===== config.mk =====
export PLATFORM = sky130hd
export DESIGN_NAME = mem_bus_arbiter_flat
export DESIGN_NICKNAME = d
export VERILOG_FILES = /design/src/rtl/mem_bus_arbiter_if.sv /design/src/rtl/mem_bus_arbiter.sv /design/src/flat_wrapper.sv
export SDC_FILE = /design/constraint.sdc
export NUM_CORES = 1
export LEC_CHECK = 0
export CORE_AREA = 4 4 131 133
export DETAILED_ROUTE_END_ITERATION = 16
export DIE_AREA = 0 0 135 137
export GPL_ROUTABILITY_DRIVEN = 1
export PLACE_DENSITY = 0.76
export SLEW_MARGIN = 20
export SYNTH_ARGS = -nofsm -noshare
export SYNTH_HDL_FRONTEND = slang
export SYNTH_SLANG_ARGS = --single-unit

===== constraint.sdc =====
create_clock -name clk -period 3.1 [get_ports clk]
set_clock_uncertainty 0.2 [all_clocks]
set_input_delay 0.62 -clock clk [delete_from_list [all_inputs] [get_ports clk]]
set_output_delay 0.62 -clock clk [all_outputs]
set_load 0.03 [all_outputs]

===== src/rtl/mem_bus_arbiter_if.sv =====
// Signal bundle between the cache controllers / AXI bridge and the memory bus arbiter.
// The slave modport is the arbiter's view; master is the view of everything around it.
interface mem_bus_arbiter_if;
  logic        i_rd_req;
  logic [31:0] i_rd_addr;
  logic [3:0]  i_rd_len;
  logic        i_rd_gnt;
  logic        i_rd_valid;
  logic        i_rd_last;
  logic        d_rd_req;
  logic [31:0] d_rd_addr;
  logic [3:0]  d_rd_len;
  logic        d_rd_gnt;
  logic        d_rd_valid;
  logic        d_rd_last;
  logic [31:0] rd_data;
  logic        d_wr_req;
  logic [31:0] d_wr_addr;
  logic [3:0]  d_wr_len;
  logic        d_wr_gnt;
  logic [31:0] d_wr_data;
  logic [3:0]  d_wr_strb;
  logic        d_wr_dvalid;
  logic        d_wr_dready;
  logic        d_wr_done;
  logic        m_rd_req;
  logic [31:0] m_rd_addr;
  logic [3:0]  m_rd_len;
  logic        m_rd_id;
  logic        m_rd_ack;
  logic        m_rd_valid;
  logic [31:0] m_rd_data;
  logic        m_rd_last;
  logic        m_wr_req;
  logic [31:0] m_wr_addr;
  logic [3:0]  m_wr_len;
  logic        m_wr_ack;
  logic [31:0] m_wr_data;
  logic [3:0]  m_wr_strb;
  logic        m_wr_valid;
  logic        m_wr_last;
  logic        m_wr_ready;
  logic        m_wr_resp;

  modport slave (
    input  i_rd_req, i_rd_addr, i_rd_len, d_rd_req, d_rd_addr, d_rd_len,
           d_wr_req, d_wr_addr, d_wr_len, d_wr_data, d_wr_strb, d_wr_dvalid,
           m_rd_ack, m_rd_valid, m_rd_data, m_rd_last, m_wr_ack, m_wr_ready, m_wr_resp,
    output i_rd_gnt, i_rd_valid, i_rd_last, d_rd_gnt, d_rd_valid, d_rd_last, rd_data,
           d_wr_gnt, d_wr_dready, d_wr_done,
           m_rd_req, m_rd_addr, m_rd_len, m_rd_id,
           m_wr_req, m_wr_addr, m_wr_len, m_wr_data, m_wr_strb, m_wr_valid, m_wr_last
  );

  modport master (
    output i_rd_req, i_rd_addr, i_rd_len, d_rd_req, d_rd_addr, d_rd_len,
           d_wr_req, d_wr_addr, d_wr_len, d_wr_data, d_wr_strb, d_wr_dvalid,
           m_rd_ack, m_rd_valid, m_rd_data, m_rd_last, m_wr_ack, m_wr_ready, m_wr_resp,
    input  i_rd_gnt, i_rd_valid, i_rd_last, d_rd_gnt, d_rd_valid, d_rd_last, rd_data,
           d_wr_gnt, d_wr_dready, d_wr_done,
           m_rd_req, m_rd_addr, m_rd_len, m_rd_id,
           m_wr_req, m_wr_addr, m_wr_len, m_wr_data, m_wr_strb, m_wr_valid, m_wr_last
  );
endinterface


===== src/rtl/mem_bus_arbiter.sv =====
// Shares one external memory port between ICache reads, DCache reads and DCache writes.
// Independent read and write FSMs; D-priority read arbitration with I starvation guard and RAW hold.
module mem_bus_arbiter #(
  parameter int STARVE_LIMIT = 4,
  parameter int LINE_OFF_W   = 5
) (
  input  logic          clk,
  input  logic          reset,
  mem_bus_arbiter_if.slave bus
);
  localparam int CW = $clog2(STARVE_LIMIT + 1);
  localparam logic [CW-1:0] LIMIT = CW'(STARVE_LIMIT);

  typedef enum logic [1:0] {R_IDLE, R_ADDR, R_DATA} rd_state_t;
  typedef enum logic [1:0] {W_IDLE, W_ADDR, W_DATA, W_RESP} wr_state_t;
  typedef struct packed {logic [31:0] addr; logic [3:0] len; logic id;} rd_cmd_t;
  typedef struct packed {logic [31:0] addr; logic [3:0] len;} wr_cmd_t;

  rd_state_t     rd_state, rd_next;
  wr_state_t     wr_state, wr_next;
  rd_cmd_t       rd_cmd, rd_cmd_next;
  wr_cmd_t       wr_cmd, wr_cmd_next;
  logic [CW-1:0] starve_cnt, starve_next;
  logic [3:0]    beat, beat_next;
  logic          i_gnt, d_gnt, w_gnt, w_done;

  // A D read to the line currently being written back must wait for the write response.
  logic wr_busy, raw_hit, d_elig, i_wins, d_wins;
  assign wr_busy = (wr_state != W_IDLE);
  assign raw_hit = wr_busy && (bus.d_rd_addr[31:LINE_OFF_W] == wr_cmd.addr[31:LINE_OFF_W]);
  assign d_elig  = bus.d_rd_req && !raw_hit;
  assign i_wins  = bus.i_rd_req && (!d_elig || (starve_cnt == LIMIT));
  assign d_wins  = d_elig && !i_wins;

  always_ff @(posedge clk) begin
    if (reset) begin
      rd_state   <= R_IDLE;
      rd_cmd     <= '0;
      starve_cnt <= '0;
    end else begin
      rd_state   <= rd_next;
      rd_cmd     <= rd_cmd_next;
      starve_cnt <= starve_next;
    end
  end

  always_comb begin
    rd_next     = rd_state;
    rd_cmd_next = rd_cmd;
    starve_next = starve_cnt;
    i_gnt       = 1'b0;
    d_gnt       = 1'b0;
    case (rd_state)
      R_IDLE: begin
        if (i_wins) begin
          i_gnt       = 1'b1;
          rd_cmd_next = '{addr: bus.i_rd_addr, len: bus.i_rd_len, id: 1'b0};
          starve_next = '0;
          rd_next     = R_ADDR;
        end else if (d_wins) begin
          d_gnt       = 1'b1;
          rd_cmd_next = '{addr: bus.d_rd_addr, len: bus.d_rd_len, id: 1'b1};
          if (bus.i_rd_req && (starve_cnt != LIMIT)) starve_next = starve_cnt + 1'b1;
          rd_next     = R_ADDR;
        end
      end
      R_ADDR:  if (bus.m_rd_ack) rd_next = R_DATA;
      R_DATA:  if (bus.m_rd_valid && bus.m_rd_last) rd_next = R_IDLE;
      default: rd_next = R_IDLE;
    endcase
  end

  assign bus.i_rd_gnt   = i_gnt && !reset;
  assign bus.d_rd_gnt   = d_gnt && !reset;
  assign bus.m_rd_req   = (rd_state == R_ADDR);
  assign bus.m_rd_addr  = rd_cmd.addr;
  assign bus.m_rd_len   = rd_cmd.len;
  assign bus.m_rd_id    = rd_cmd.id;
  assign bus.i_rd_valid = (rd_state == R_DATA) && bus.m_rd_valid && !rd_cmd.id;
  assign bus.d_rd_valid = (rd_state == R_DATA) && bus.m_rd_valid &&  rd_cmd.id;
  assign bus.i_rd_last  = bus.i_rd_valid && bus.m_rd_last;
  assign bus.d_rd_last  = bus.d_rd_valid && bus.m_rd_last;
  assign bus.rd_data    = bus.m_rd_data;

  always_ff @(posedge clk) begin
    if (reset) begin
      wr_state <= W_IDLE;
      wr_cmd   <= '0;
      beat     <= '0;
    end else begin
      wr_state <= wr_next;
      wr_cmd   <= wr_cmd_next;
      beat     <= beat_next;
    end
  end

  always_comb begin
    wr_next     = wr_state;
    wr_cmd_next = wr_cmd;
    beat_next   = beat;
    w_gnt       = 1'b0;
    w_done      = 1'b0;
    case (wr_state)
      W_IDLE: begin
        if (bus.d_wr_req) begin
          w_gnt       = 1'b1;
          wr_cmd_next = '{addr: bus.d_wr_addr, len: bus.d_wr_len};
          beat_next   = '0;
          wr_next     = W_ADDR;
        end
      end
      W_ADDR: if (bus.m_wr_ack) wr_next = W_DATA;
      W_DATA: begin
        if (bus.d_wr_dvalid && bus.m_wr_ready) begin
          beat_next = beat + 1'b1;
          if (beat == wr_cmd.len) wr_next = W_RESP;
        end
      end
      W_RESP: begin
        if (bus.m_wr_resp) begin
          w_done  = 1'b1;
          wr_next = W_IDLE;
        end
      end
      default: wr_next = W_IDLE;
    endcase
  end

  assign bus.d_wr_gnt    = w_gnt && !reset;
  assign bus.d_wr_done   = w_done && !reset;
  assign bus.m_wr_req    = (wr_state == W_ADDR);
  assign bus.m_wr_addr   = wr_cmd.addr;
  assign bus.m_wr_len    = wr_cmd.len;
  assign bus.m_wr_valid  = (wr_state == W_DATA) && bus.d_wr_dvalid;
  assign bus.d_wr_dready = (wr_state == W_DATA) && bus.m_wr_ready;
  assign bus.m_wr_last   = (wr_state == W_DATA) && (beat == wr_cmd.len);
  assign bus.m_wr_data   = bus.d_wr_data;
  assign bus.m_wr_strb   = bus.d_wr_strb;
endmodule


===== src/flat_wrapper.sv =====
// flat-port wrapper written by rule: the top's interface ports become plain ports
module mem_bus_arbiter_flat 
#(
  parameter int STARVE_LIMIT = 4,
  parameter int LINE_OFF_W   = 5
)
  (clk, reset, bus_i_rd_req, bus_i_rd_addr, bus_i_rd_len, bus_d_rd_req, bus_d_rd_addr, bus_d_rd_len, bus_d_wr_req, bus_d_wr_addr, bus_d_wr_len, bus_d_wr_data, bus_d_wr_strb, bus_d_wr_dvalid, bus_m_rd_ack, bus_m_rd_valid, bus_m_rd_data, bus_m_rd_last, bus_m_wr_ack, bus_m_wr_ready, bus_m_wr_resp, bus_i_rd_gnt, bus_i_rd_valid, bus_i_rd_last, bus_d_rd_gnt, bus_d_rd_valid, bus_d_rd_last, bus_rd_data, bus_d_wr_gnt, bus_d_wr_dready, bus_d_wr_done, bus_m_rd_req, bus_m_rd_addr, bus_m_rd_len, bus_m_rd_id, bus_m_wr_req, bus_m_wr_addr, bus_m_wr_len, bus_m_wr_data, bus_m_wr_strb, bus_m_wr_valid, bus_m_wr_last);
  mem_bus_arbiter_if bus_i ();
  input  logic clk;
  input  logic reset;
  input wire logic [$bits(bus_i.i_rd_req)-1:0] bus_i_rd_req;
  input wire logic [$bits(bus_i.i_rd_addr)-1:0] bus_i_rd_addr;
  input wire logic [$bits(bus_i.i_rd_len)-1:0] bus_i_rd_len;
  input wire logic [$bits(bus_i.d_rd_req)-1:0] bus_d_rd_req;
  input wire logic [$bits(bus_i.d_rd_addr)-1:0] bus_d_rd_addr;
  input wire logic [$bits(bus_i.d_rd_len)-1:0] bus_d_rd_len;
  input wire logic [$bits(bus_i.d_wr_req)-1:0] bus_d_wr_req;
  input wire logic [$bits(bus_i.d_wr_addr)-1:0] bus_d_wr_addr;
  input wire logic [$bits(bus_i.d_wr_len)-1:0] bus_d_wr_len;
  input wire logic [$bits(bus_i.d_wr_data)-1:0] bus_d_wr_data;
  input wire logic [$bits(bus_i.d_wr_strb)-1:0] bus_d_wr_strb;
  input wire logic [$bits(bus_i.d_wr_dvalid)-1:0] bus_d_wr_dvalid;
  input wire logic [$bits(bus_i.m_rd_ack)-1:0] bus_m_rd_ack;
  input wire logic [$bits(bus_i.m_rd_valid)-1:0] bus_m_rd_valid;
  input wire logic [$bits(bus_i.m_rd_data)-1:0] bus_m_rd_data;
  input wire logic [$bits(bus_i.m_rd_last)-1:0] bus_m_rd_last;
  input wire logic [$bits(bus_i.m_wr_ack)-1:0] bus_m_wr_ack;
  input wire logic [$bits(bus_i.m_wr_ready)-1:0] bus_m_wr_ready;
  input wire logic [$bits(bus_i.m_wr_resp)-1:0] bus_m_wr_resp;
  output wire logic [$bits(bus_i.i_rd_gnt)-1:0] bus_i_rd_gnt;
  output wire logic [$bits(bus_i.i_rd_valid)-1:0] bus_i_rd_valid;
  output wire logic [$bits(bus_i.i_rd_last)-1:0] bus_i_rd_last;
  output wire logic [$bits(bus_i.d_rd_gnt)-1:0] bus_d_rd_gnt;
  output wire logic [$bits(bus_i.d_rd_valid)-1:0] bus_d_rd_valid;
  output wire logic [$bits(bus_i.d_rd_last)-1:0] bus_d_rd_last;
  output wire logic [$bits(bus_i.rd_data)-1:0] bus_rd_data;
  output wire logic [$bits(bus_i.d_wr_gnt)-1:0] bus_d_wr_gnt;
  output wire logic [$bits(bus_i.d_wr_dready)-1:0] bus_d_wr_dready;
  output wire logic [$bits(bus_i.d_wr_done)-1:0] bus_d_wr_done;
  output wire logic [$bits(bus_i.m_rd_req)-1:0] bus_m_rd_req;
  output wire logic [$bits(bus_i.m_rd_addr)-1:0] bus_m_rd_addr;
  output wire logic [$bits(bus_i.m_rd_len)-1:0] bus_m_rd_len;
  output wire logic [$bits(bus_i.m_rd_id)-1:0] bus_m_rd_id;
  output wire logic [$bits(bus_i.m_wr_req)-1:0] bus_m_wr_req;
  output wire logic [$bits(bus_i.m_wr_addr)-1:0] bus_m_wr_addr;
  output wire logic [$bits(bus_i.m_wr_len)-1:0] bus_m_wr_len;
  output wire logic [$bits(bus_i.m_wr_data)-1:0] bus_m_wr_data;
  output wire logic [$bits(bus_i.m_wr_strb)-1:0] bus_m_wr_strb;
  output wire logic [$bits(bus_i.m_wr_valid)-1:0] bus_m_wr_valid;
  output wire logic [$bits(bus_i.m_wr_last)-1:0] bus_m_wr_last;
  assign bus_i.i_rd_req = bus_i_rd_req;
  assign bus_i.i_rd_addr = bus_i_rd_addr;
  assign bus_i.i_rd_len = bus_i_rd_len;
  assign bus_i.d_rd_req = bus_d_rd_req;
  assign bus_i.d_rd_addr = bus_d_rd_addr;
  assign bus_i.d_rd_len = bus_d_rd_len;
  assign bus_i.d_wr_req = bus_d_wr_req;
  assign bus_i.d_wr_addr = bus_d_wr_addr;
  assign bus_i.d_wr_len = bus_d_wr_len;
  assign bus_i.d_wr_data = bus_d_wr_data;
  assign bus_i.d_wr_strb = bus_d_wr_strb;
  assign bus_i.d_wr_dvalid = bus_d_wr_dvalid;
  assign bus_i.m_rd_ack = bus_m_rd_ack;
  assign bus_i.m_rd_valid = bus_m_rd_valid;
  assign bus_i.m_rd_data = bus_m_rd_data;
  assign bus_i.m_rd_last = bus_m_rd_last;
  assign bus_i.m_wr_ack = bus_m_wr_ack;
  assign bus_i.m_wr_ready = bus_m_wr_ready;
  assign bus_i.m_wr_resp = bus_m_wr_resp;
  assign bus_i_rd_gnt = bus_i.i_rd_gnt;
  assign bus_i_rd_valid = bus_i.i_rd_valid;
  assign bus_i_rd_last = bus_i.i_rd_last;
  assign bus_d_rd_gnt = bus_i.d_rd_gnt;
  assign bus_d_rd_valid = bus_i.d_rd_valid;
  assign bus_d_rd_last = bus_i.d_rd_last;
  assign bus_rd_data = bus_i.rd_data;
  assign bus_d_wr_gnt = bus_i.d_wr_gnt;
  assign bus_d_wr_dready = bus_i.d_wr_dready;
  assign bus_d_wr_done = bus_i.d_wr_done;
  assign bus_m_rd_req = bus_i.m_rd_req;
  assign bus_m_rd_addr = bus_i.m_rd_addr;
  assign bus_m_rd_len = bus_i.m_rd_len;
  assign bus_m_rd_id = bus_i.m_rd_id;
  assign bus_m_wr_req = bus_i.m_wr_req;
  assign bus_m_wr_addr = bus_i.m_wr_addr;
  assign bus_m_wr_len = bus_i.m_wr_len;
  assign bus_m_wr_data = bus_i.m_wr_data;
  assign bus_m_wr_strb = bus_i.m_wr_strb;
  assign bus_m_wr_valid = bus_i.m_wr_valid;
  assign bus_m_wr_last = bus_i.m_wr_last;
  mem_bus_arbiter #(.STARVE_LIMIT(STARVE_LIMIT), .LINE_OFF_W(LINE_OFF_W)) u_core (.clk(clk), .reset(reset), .bus(bus_i));
endmodule

After elaboration in Yosys (flattened, before gate mapping)
Index checks and enable logic that the tools add are counted.
{"block": "totals", "word_cells": 93, "input_bits": 188, "out_inout_bits": 154, "register_bits": 84}
{"block": "classes", "muxes": 28, "n_reduce_logical": 37, "n_eq_ne": 17, "add_sub_neg": 2}
{"cell": "37-bit two-way mux", "n": 2}
{"cell": "27-bit == test", "n": 1}
{"cell": "1-bit logical AND", "n": 19}
{"cell": "2-bit two-way mux", "n": 9}
{"cell": "1-bit two-way mux", "n": 9}
{"cell": "3-bit two-way mux", "n": 3}
{"cell": "3-bit AND reduction", "n": 3}
{"cell": "4-bit two-way mux", "n": 2}
{"cell": "2-bit != test, second input constant", "n": 4}
{"cell": "2-bit case mux with 4 select lines", "n": 1}
{"cell": "4-bit case mux with 2 select lines", "n": 1}
{"cell": "2-bit nonzero test", "n": 4}
{"cell": "2-bit == test, second input constant", "n": 3}
{"cell": "2-bit by 1-bit != test with 1-bit output, second input constant", "n": 3}
{"cell": "2-bit case mux with 3 select lines", "n": 1}
{"cell": "1-bit logical NOT", "n": 5}
{"cell": "5-bit AND reduction", "n": 1}
{"cell": "4-bit by 1-bit adder with 4-bit output, second input constant", "n": 1}
{"cell": "2-bit by 1-bit == test with 1-bit output, second input constant", "n": 2}
{"cell": "4-bit == test", "n": 1}
{"cell": "2-bit logical NOT", "n": 2}
{"cell": "2-bit AND reduction", "n": 2}
{"cell": "3-bit by 1-bit adder with 3-bit output, second input constant", "n": 1}
{"cell": "3-bit == test, second input constant", "n": 1}
{"cell": "other kinds (3)", "n": 3}

Depth between registers and ports, before layout
{"block": "logic_depth", "word_depth": 13, "mapped_depth": 9, "ltp_nobuf": 7}

Least setup slack after synthesis
OpenSTA, ideal clock, no wires.
{"block": "synth_path", "path_kind": "input-to-output", "startpoint": "input bus_d_rd_addr[20]", "endpoint": "output bus_i_rd_gnt", "path_slack_ns": -0.254, "path_stages": 5, "t_required_ns": 2.280, "path_buffers": 0, "arrival_time_ns": 2.534, "path_cell_list": "xor2_1 or4_4 nor4_4 a21oi_1 nor3_1"}
{"block": "synth_via", "elab_chain_len": 10}
{"element": "from (decl)", "line": "flat_wrapper.sv:15", "source": "input wire logic [$bits(bus_i.d_rd_addr)-1:0] bus_d_rd_addr;"}
{"element": "27-bit == test", "line": "mem_bus_arbiter.sv:30", "source": "assign raw_hit = wr_busy && (bus.d_rd_addr[31:LINE_OFF_W] == wr_cmd.addr[31:LINE_OFF_W]);"}
{"element": "1-bit logical AND", "line": "mem_bus_arbiter.sv:30"}
{"element": "1-bit logical NOT", "line": "mem_bus_arbiter.sv:31", "source": "assign d_elig = bus.d_rd_req && !raw_hit;"}
{"element": "1-bit logical AND", "line": "mem_bus_arbiter.sv:31"}
{"element": "1-bit logical NOT", "line": "mem_bus_arbiter.sv:32", "source": "assign i_wins = bus.i_rd_req && (!d_elig || (starve_cnt == LIMIT));"}
{"element": "1-bit logical OR", "line": "mem_bus_arbiter.sv:32"}
{"element": "1-bit logical AND", "line": "mem_bus_arbiter.sv:32"}
{"element": "1-bit two-way mux", "line": "mem_bus_arbiter.sv:55", "source": "if (i_wins) begin"}
{"element": "1-bit two-way mux", "line": "mem_bus_arbiter.sv:53", "source": "case (rd_state)"}
{"element": "1-bit logical AND", "line": "mem_bus_arbiter.sv:73", "source": "assign bus.i_rd_gnt = i_gnt && !reset;"}
{"element": "to (decl)", "line": "flat_wrapper.sv:30", "source": "output wire logic [$bits(bus_i.i_rd_gnt)-1:0] bus_i_rd_gnt;"}
No other way between the ends.

Worst setup path after layout
{"block": "layout_path", "startpoint": "input bus_m_rd_valid", "endpoint": "output bus_i_rd_valid"}
{"block": "layout_via", "elab_chain_len": 2}
{"element": "from (decl)", "line": "flat_wrapper.sv:24", "source": "input wire logic [$bits(bus_i.m_rd_valid)-1:0] bus_m_rd_valid;"}
{"element": "1-bit logical AND (2 in series)", "line": "mem_bus_arbiter.sv:79", "source": "assign bus.i_rd_valid = (rd_state == R_DATA) && bus.m_rd_valid && !rd_cmd.id;"}
{"element": "to (decl)", "line": "flat_wrapper.sv:31", "source": "output wire logic [$bits(bus_i.i_rd_valid)-1:0] bus_i_rd_valid;"}
No other way between the ends.

==> qor.txt <==
min Tclk post-route: 3.02 ns
final setup vio count: 0
dpl ws: -0.424 ns
core area: 15,800 sq um
Ant. Diodes: 0
Final Power: 4100 uW
DR top layer: met4
MaxCap Viol Count: 0
CTS HTree Levels: 3
total CTS buffers: 9
Final Cycle Share: 97.5%
post-cts hold buffer count: 0
synthesized instance count: 525
Worst setup SP type: primary input
VDD IR max: 299 uV
Max FO, Critical Path: 3
worst hold path type: reg2reg
asr flop ratio synth: 0%
R2R depth: 11
Detail Placement HPWL: 12.1 mm
drt wl/cell: 17.7 um
sequential fraction of the synthesis area: 36.5%
WL met1: 6.67 mm
Via Count: 4,177
Slew Viols, Final: 0
Ports: 342
DRC errors left: 0
leakage: 0.00289 uW
Slew @ Worst Pin: 0.643 ns
final antenna-violating net count: 0
CTS tree: done
clock root buffer: clkbuf_16
worst reg-to-reg setup slack: 0.51 ns
final hold violations: 0
Worst slew margin: 56.9%
worst-case clock buffer depth: 2
initial antenna violation count: 0
DR vias/cell: 4.65
length of routed met3 wiring: 1.21 mm
Util after Layout: 43.3%
DRT iter0 DRCs: 139
Synth Register Bits: 84
layout cells sized above 1: 12.8%
first-pass GRT wire length: 23.4 mm
Ys Warns: 0
Reg2Reg Launch Point: u_core.wr_state[1]$_SDFFE_PP0P_
max frequency: 331 MHz
# rows: 46
Worst Path Required: 2.28 ns
WS Path Type: in2out
Chip Width: 135 um
hold path start: u_core.bus.m_wr_addr[2]$_SDFFE_PP0P_
largest net degree at the start of global routing: 40
outcome: finished, final reports clean
Port Buffers: 205
Synth Area per Inst: 8.78 sq um
RSZ-0062 raised after global routing: yes
vias in the first global route: 4,257
die area: 18,500 sq um
Worst EP arrival: 2.20 ns
Total Routing Usage GR: 16.6%
routability cong.: 0.784
hold endpoint: u_core.bus.m_wr_addr[2]$_SDFFE_PP0P_
GRT Residual Overflow: 0
die height: 137 um
Post-synth top flop: dfxtp_1
EDFF count, synth: 0
Setup crit end kind: output pin
Initial Util: 29.1%
Skew-Pair Late Insertion Delay: 0.33 ns
PD cells: 599 nW/um^2
hold depth: 2
final worst slack: 0.0773 ns
Met2 Routed Length: 7.66 mm
clock sink total: 84
number of library cell types mapped by synthesis: 40
DR pass1 iterations: 5
Net Count, Synth: 720
Layout area overhead: 48.5%
Routed WL: 15.9 mm
Nets: 872
Post-Synthesis Cell Area: 4610 sq um
clk slew on worst S/H paths: 0.06 ns
r2r endpoint: u_core.bus.m_rd_addr[10]$_SDFFE_PP0P_
==> cell type report <==
type / instances / area, sq um
multi-input combinational: 331 / 2210
clock buffer: 12 / 246
timing repair buffer: 242 / 2370
tap: 216 / 270
sequential: 84 / 1690
clock inverter: 4 / 25.0
fill: 1563 / 8980
inverter: 9 / 33.8
==> stage by stage <==
| step | hold slack (ns) | TNS, ns | std cells | cell area (sq um) |
|---|---|---|---|---|
| 2_1_floorplan | 0.249 | -0.00958 | 525 | 4620 |
| 3_3_place_gp | 0.243 | -8.74 | 875 | 6420 |
| 3_5_place_dp | 0.249 | -8.37 | 875 | 6420 |
| 4_1_cts | 0.260 | 0 | 897 | 6780 |
| 5_1_grt | 0.288 | -0.00892 | 898 | 6850 |
| 6_report | 0.258 | 0 | 898 | 6850 |
==> metal layers <==
metal | up-vias | GRT usage [%]
li1 | 2042 | -
met4 | 0 | 7.00
met2 | 145 | 27.5
met1 | 1951 | 20.3
met3 | 39 | 4.52
met5 | - | 0
==> what timing repair did <==
item	4_1_cts	5_1_grt
pin swaps	11	8
buffers inserted	6	1
gates resized for setup	38	17
endpoints found under the setup margin	2	2
==> where the power goes <==
group	internal [uW]	switching, uW	total, uW
logic	753	936	1690
registers	1250	151	1400
clock network	563	444	1010
==> worst max path at each step <==
stage | from | endpoint | slack [ns] | depth (start not counted)
after floorplan | bus_d_rd_addr[20] | bus_i_rd_gnt | -0.01 | 5
after global placement | bus_d_rd_addr[30] | bus_i_rd_gnt | -0.46 | 8
after detailed placement | bus_d_rd_addr[20] | bus_i_rd_gnt | -0.42 | 8
after CTS | bus_d_rd_addr[5] | bus_d_rd_gnt | 0.001 | 9
after global routing | bus_d_rd_addr[30] | bus_i_rd_gnt | -0.009 | 8
final | bus_m_rd_valid | bus_i_rd_valid | 0.08 | 3
==> cell usage after synthesis (2+ instances only) <==
cell type	count	area, sq um
dfxtp_1	84	1680
nand2_1	82	308
a21oi_1	81	405
buf_4	69	518
mux2i_1	37	370
o31ai_1	36	270
xnor2_1	25	219
clkbuf_1	12	45.0
inv_1	9	33.8
nor2_1	9	33.8
xor2_1	9	78.8
clkbuf_8	7	96.3
ha_1	7	87.6
nand4_1	7	43.8
and2_1	6	37.5
buf_8	5	75.1
buf_6	4	45.0
nand3_1	4	20.0
nor3_1	3	15.0
nor4_1	3	18.8
a211oi_1	2	15.0
a22oi_1	2	15.0
buf_2	2	10.0
nand2b_1	2	12.5
nor2b_1	2	12.5
o21ai_0	2	10.0
==> worst max-delay path, cell delays in order <==
cell             delay [ns]
clkdlybuf4s50_1        0.48
nor4bb_1               0.36
clkdlybuf4s50_1        0.74
==> cells by family (layout without fill, tap and decap cells) <==
group / Yosys count / after routing / synth area share, %
mux: 37 / 37 / 8.03
buf+inv: 110 / 267 / 18.2
simple gates: 126 / 126 / 12.7
xor+xnor: 34 / 34 / 6.46
flops: 84 / 84 / 36.5
fa+ha+maj: 7 / 7 / 1.90
compound gates: 127 / 127 / 16.3
==> registers in the layout (all words and copies together) (netlist names) <==
name / flops
u_core.bus.m_wr_len: 4
u_core.beat: 4
u_core.bus.m_rd_len: 4
u_core.bus.m_rd_addr: 32
u_core.wr_state: 2
u_core.bus.m_rd_id: 1
u_core.bus.m_wr_addr: 32
u_core.starve_cnt: 3
u_core.rd_state: 2
==> layout by cell type, fill, tap and decap left out, drive strengths merged, types with 6 or more instances in the layout <==
cell | synthesis | final
clkbuf | 19 | 12
o31ai | 36 | 36
clkdlybuf4s50 | 0 | 172
mux2i | 37 | 37
and2 | 6 | 6
inv | 9 | 9
buf | 81 | 45
dfxtp | 84 | 84
nand4 | 7 | 7
ha | 7 | 7
xnor2 | 25 | 25
dlygate4sd2 | 0 | 12
nor2 | 9 | 9
xor2 | 9 | 9
dlymetal6s2s | 0 | 12
nand2 | 82 | 82
a21oi | 82 | 82
Note: power is estimated with default switching activity, not from simulation.
